--- config.mk ---
export PLATFORM = sky130hd
export DESIGN_NAME = alu_cond_commit
export DESIGN_NICKNAME = d
export VERILOG_FILES = /design/src/rtl/alu_cond_pkg.sv /design/src/rtl/alu_cond_commit_cond_eval.sv /design/src/rtl/alu_cond_commit.sv
export SDC_FILE = /design/constraint.sdc
export NUM_CORES = 1
export LEC_CHECK = 0
export ABC_AREA = 1
export BUFFER_PORTS_ARGS = -buffer_cell sky130_fd_sc_hd__buf_2
export CORE_MARGIN = 10
export CORE_UTILIZATION = 30
export CTS_BUF_LIST = sky130_fd_sc_hd__clkbuf_8
export DETAILED_ROUTE_END_ITERATION = 10
export PLACE_DENSITY = 0.53
export SETUP_SLACK_MARGIN = 0.1
export SLEW_MARGIN = 25
export SYNTH_ARGS = -nofsm -noshare
export SYNTH_HDL_FRONTEND = slang
export SYNTH_HIERARCHICAL = 1
export SYNTH_SLANG_ARGS = --single-unit
--- constraint.sdc ---
create_clock -name clk -period 3.58 [get_ports clk]
set_input_delay 0.716 -clock clk [delete_from_list [all_inputs] [get_ports clk]]
set_output_delay 0.716 -clock clk [all_outputs]
set_load 0.005 [all_outputs]
--- src/rtl/alu_cond_pkg.sv ---
// Shared definitions for the ALU commit stage: condition codes, NZCV bit
// positions and the op-class helper used by the flag merge.
package alu_cond_pkg;

    localparam logic [3:0] COND_EQ = 4'd0;
    localparam logic [3:0] COND_NE = 4'd1;
    localparam logic [3:0] COND_CS = 4'd2;
    localparam logic [3:0] COND_CC = 4'd3;
    localparam logic [3:0] COND_MI = 4'd4;
    localparam logic [3:0] COND_PL = 4'd5;
    localparam logic [3:0] COND_VS = 4'd6;
    localparam logic [3:0] COND_VC = 4'd7;
    localparam logic [3:0] COND_HI = 4'd8;
    localparam logic [3:0] COND_LS = 4'd9;
    localparam logic [3:0] COND_GE = 4'd10;
    localparam logic [3:0] COND_LT = 4'd11;
    localparam logic [3:0] COND_GT = 4'd12;
    localparam logic [3:0] COND_LE = 4'd13;
    localparam logic [3:0] COND_AL = 4'd14;
    localparam logic [3:0] COND_NV = 4'd15;

    localparam int NZCV_N = 3;
    localparam int NZCV_Z = 2;
    localparam int NZCV_C = 1;
    localparam int NZCV_V = 0;

    // Logical/move ops leave C and V alone; everything else is arithmetic.
    function automatic logic is_logic_op(input logic [3:0] alu_op);
        case (alu_op)
            4'd0, 4'd1, 4'd8, 4'd9,
            4'd12, 4'd13, 4'd14, 4'd15: return 1'b1;
            default:                    return 1'b0;
        endcase
    endfunction

endpackage

--- src/rtl/alu_cond_commit_cond_eval.sv ---
// Combinational ARM-style condition evaluator: (cond, nzcv) -> pass.
module cond_eval
    import alu_cond_pkg::*;
(
    input  logic [3:0] cond,
    input  logic [3:0] nzcv,
    output logic       pass
);

    logic n, z, c, v;

    assign n = nzcv[NZCV_N];
    assign z = nzcv[NZCV_Z];
    assign c = nzcv[NZCV_C];
    assign v = nzcv[NZCV_V];

    always_comb begin
        pass = 1'b0;
        case (cond)
            COND_EQ: pass = z;
            COND_NE: pass = ~z;
            COND_CS: pass = c;
            COND_CC: pass = ~c;
            COND_MI: pass = n;
            COND_PL: pass = ~n;
            COND_VS: pass = v;
            COND_VC: pass = ~v;
            COND_HI: pass = c & ~z;
            COND_LS: pass = ~c | z;
            COND_GE: pass = (n == v);
            COND_LT: pass = (n != v);
            COND_GT: pass = ~z & (n == v);
            COND_LE: pass = z | (n != v);
            COND_AL: pass = 1'b1;
            COND_NV: pass = 1'b0;
            default: pass = 1'b0;
        endcase
    end

endmodule

--- src/rtl/alu_cond_commit.sv ---
// Conditional commit stage: evaluates cond, merges NZCV, gates write-back.
// Define ALU_COND_FWD_EN to forward staged flags instead of interlocking.
module alu_cond_commit
    import alu_cond_pkg::*;
#(
    parameter int DATA_W = 32,
    parameter int RD_W   = 4
) (
    input  logic              clk,
    input  logic              rst,
    input  logic              in_valid,
    output logic              in_ready,
    input  logic [3:0]        in_cond,
    input  logic [3:0]        in_alu_op,
    input  logic              in_set_flags,
    input  logic [DATA_W-1:0] in_result,
    input  logic [3:0]        in_nzcv,
    input  logic [RD_W-1:0]   in_rd,
    input  logic              in_wr_rd,
    output logic              out_valid,
    input  logic              out_ready,
    output logic [DATA_W-1:0] out_data,
    output logic [RD_W-1:0]   out_rd,
    output logic              out_we,
    output logic              out_executed,
    output logic [3:0]        flags,
    output logic              c_flag
);

    logic              out_valid_reg;
    logic [DATA_W-1:0] data_reg;
    logic [RD_W-1:0]   rd_reg;
    logic              we_reg;
    logic              exec_reg;
    logic              fwe_reg;
    logic [3:0]        nzcv_reg;
    logic [3:0]        flags_reg;

    logic [3:0] eff;
    logic       interlock;
    logic       pass;
    logic       in_fire;
    logic       out_fire;
    logic [3:0] nzcv_next;

`ifdef ALU_COND_FWD_EN
    assign eff       = (out_valid_reg && fwe_reg) ? nzcv_reg : flags_reg;
    assign interlock = 1'b0;
`else
    // Without forwarding, hold off the next instruction until the flags land.
    assign eff       = flags_reg;
    assign interlock = out_valid_reg & fwe_reg;
`endif

    assign in_ready = (~out_valid_reg | out_ready) & ~interlock;
    assign in_fire  = in_valid & in_ready;
    assign out_fire = out_valid_reg & out_ready;

    cond_eval u_cond_eval (
        .cond (in_cond),
        .nzcv (eff),
        .pass (pass)
    );

    assign nzcv_next = is_logic_op(in_alu_op)
                     ? {in_nzcv[NZCV_N], in_nzcv[NZCV_Z], eff[NZCV_C], eff[NZCV_V]}
                     : in_nzcv;

    always_ff @(posedge clk) begin
        if (rst) begin
            out_valid_reg <= 1'b0;
            data_reg      <= '0;
            rd_reg        <= '0;
            we_reg        <= 1'b0;
            exec_reg      <= 1'b0;
            fwe_reg       <= 1'b0;
            nzcv_reg      <= 4'b0000;
            flags_reg     <= 4'b0000;
        end else begin
            // The outgoing entry commits its flags even when replaced this edge.
            if (out_fire && fwe_reg)
                flags_reg <= nzcv_reg;

            if (in_fire) begin
                out_valid_reg <= 1'b1;
                data_reg      <= in_result;
                rd_reg        <= in_rd;
                we_reg        <= in_wr_rd & pass;
                exec_reg      <= pass;
                fwe_reg       <= in_set_flags & pass;
                nzcv_reg      <= nzcv_next;
            end else if (out_fire) begin
                out_valid_reg <= 1'b0;
            end
        end
    end

    assign out_valid    = out_valid_reg;
    assign out_data     = data_reg;
    assign out_rd       = rd_reg;
    assign out_we       = we_reg;
    assign out_executed = exec_reg;
    assign flags        = flags_reg;
    assign c_flag       = flags_reg[NZCV_C];

endmodule

==> results.json <==
{
  "crit_type": "input port to output pin",
  "htree_levels": 2,
  "r2r-start": "out_valid$_SDFFE_PP0P_",
  "hold_buffers": 0,
  "max_freq_ghz": 0.504,
  "crit_fanout": 4,
  "yosysWarnings": 6,
  "final_common_cell": "nand2_1",
  "holdPathEnd": "out_data[10]$_SDFFE_PP0P_",
  "cts_resized": 0,
  "min_period_over_period": 0.554,
  "drt-pass1-iter-count": 4,
  "relSlewSlack": 0.613,
  "avgRoutedWirePerCell_um": 13.2,
  "clkPwrFrac": 0.341,
  "p_leak_nw": 1.31,
  "grt_pass1_wl_mm": 9.44,
  "cts_buffers": 5,
  "vias": 1979,
  "port-buffer-count": 97,
  "required_ns": 2.86,
  "tightest_slew_ns": 0.581,
  "switching_share": 0.255,
  "r2r-end": "out_data[15]$_SDFFE_PP0P_",
  "largest_register_ffs": 32,
  "final_nets": 424,
  "critical_path.max_stage_delay_ns": 0.13,
  "cts_setup_buffers": 0,
  "slew_viol_final": 0,
  "min_path_type": "flip-flop to flip-flop",
  "status": "finished, final reports clean",
  "cts_root_buf": "clkbuf_8",
  "die_width_um": 102,
  "seqPwrFrac": 0.514,
  "p_sw_uw": 287,
  "syn_inst": 278,
  "layout_common_cells": "106 x nand2_1, 97 x buf_2, 49 x a21oi_1",
  "slowest_stage": "nand2_2",
  "clock_latency_ns": 0.30,
  "synth_cell_types": 18,
  "cp_cell_sequence": "buf_2, inv_1, nand2_2, nand2_2, inv_1, buf_2",
  "grt_max_degree": 43,
  "gp_congestion": 0.789,
  "synth.net_count": 332,
  "cts_max_path_buffers": 2,
  "dieArea_um2": 10400,
  "crit_family": "buffers and inverters",
  "final_hold_viol_count": 0,
  "worst-path-buf-inv": 4,
  "grt_overflow": 0,
  "first_global_vias": 1929,
  "reg2regPathDepth": 5,
  "gr-usage-all-layers": 0.111,
  "drt-initial-drc-count": 51,
  "totalNegativeSetupSlack_ns": 0,
  "min_period_ns": 1.98,
  "antenna_left": 0,
  "post-route-util": 0.408,
  "clock_skew_ns": 0.00786,
  "cts_sinks": 48,
  "drc_errors": 0,
  "ys_seq_area_frac": 0.477,
  "cts_tree": "built",
  "peakVddDrop_mv": 0.175,
  "wirelength_mm": 5.92,
  "antenna_found_initial": 1,
  "netlist_area_um2": 2020,
  "die_h_um": 102,
  "worst_setup_path_end_kind": "output pin",
  "holdCritStartpoint": "out_data[10]$_SDFFE_PP0P_",
  "row_count": 29,
  "initial_core_util": 0.314,
  "p_int_uw": 841,
  "syn_avg_cell_area_um2": 7.25,
  "hpwlAfterDp_mm": 4.40,
  "worstHoldPathCells": 2,
  "drv_cap": 0,
  "fp.coreArea_um2": 6420,
  "synth_seq_cells": 48,
  "area_delta_synth_final_pct": 30.0,
  "ff2ff_setup_slack_ns": 2.07,
  "path_clk_slew_ns": 0.09,
  "drive_gt1_frac": 0.315,
  "io-pin-count": 99,
  "rsz0062_at_grt": "no",
  "cp-start-kind": "input port",
  "combPwrFrac": 0.145,
  "vias_per_cell": 4.41,
  "finalSetupViolCount": 0,
  "power.density_nw_per_um2": 430,
  "arrival_ns": 1.27
}
[power groups by stage]
| stage | Sequential [mW] | Combinational (mW) | Clock, mW |
|---|---|---|---|
| floorplan | 0.595 | 0.0930 | 0 |
| detailed placement | 0.593 | 0.168 | 0 |
| global placement | 0.592 | 0.167 | 0 |
| finish | 0.580 | 0.163 | 0.384 |
| CTS | 0.580 | 0.169 | 0.403 |
| global route | 0.585 | 0.189 | 0.428 |
[worst max path at each step]
stage	slack, ns	depth (start not counted)	to	start
6_report	1.60	6	in_ready	out_ready
3_3_place_gp	1.55	7	out_data[24]$_SDFFE_PP0P_	out_ready
3_5_place_dp	1.55	7	out_data[24]$_SDFFE_PP0P_	out_ready
5_1_grt	1.54	6	in_ready	out_ready
4_1_cts	1.59	6	in_ready	out_ready
2_1_floorplan	1.85	4	in_ready	out_ready
[cell usage after synthesis, drive strengths merged]
| cell | count | area, um^2 |
|---|---|---|
| nor2 | 6 | 46.3 |
| o21ai | 7 | 35.0 |
| nand4 | 1 | 6.26 |
| o211ai | 2 | 15.0 |
| inv | 25 | 93.8 |
| buf | 9 | 82.6 |
| nand3 | 17 | 95.1 |
| dfxtp | 48 | 961 |
| nand2 | 109 | 417 |
| clkbuf | 5 | 18.8 |
| a21oi | 49 | 245 |
[kinds of logic (layout without fill, tap and decap cells)]
kind of cell | after synthesis | in the layout | share of synthesized area
buffers and inverters | 39 | 132 | 0.0968
AOI/OAI and AO/OA | 58 | 58 | 0.146
and+or+nand+nor | 133 | 133 | 0.280
other | 0 | 1 | 0
DFF | 48 | 48 | 0.477
[worst register-to-register path, stage by stage, from the launching register on]
cell	delay, ns
dfxtp_1	0.36
nand2_2	0.11
nand3_2	0.37
buf_4	0.39
nand2_1	0.10
a21oi_1	0.06
[layout make-up]
class	count	area (um^2)
well taps	77	96.3
multi-input cells	191	860
fillers	701	3800
clock buffers	5	68.8
clock inverters	3	38.8
repair buffers	99	500
inverters	25	93.8
diodes	1	2.50
flip-flops and latches	48	961
[metal layers]
layer  vias up  routed length, um  share of wire  global-route usage
li1       1062                  -              -                   -
met1       858               2490           0.42               0.128
met2        55               2730           0.46               0.174
met3         4                660           0.11              0.0621
met4         0                 39         0.0066              0.0325
met5         -                  0              0                   0
[stage by stage]
| step | instances | worst slack (ns) | power (mW) | hold slack (ns) | instance area, um^2 |
|---|---|---|---|---|---|
| 3_3_place_gp | 440 | 1.55 | 0.759 | 0.449 | 2510 |
| 3_5_place_dp | 440 | 1.55 | 0.761 | 0.452 | 2510 |
| 6_report | 449 | 1.60 | 1.13 | 0.466 | 2620 |
| 2_1_floorplan | 278 | 1.85 | 0.688 | 0.440 | 2020 |
| 4_1_cts | 448 | 1.59 | 1.15 | 0.467 | 2620 |
| 5_1_grt | 448 | 1.54 | 1.20 | 0.481 | 2620 |
Note: power is estimated with default switching activity, not from simulation.
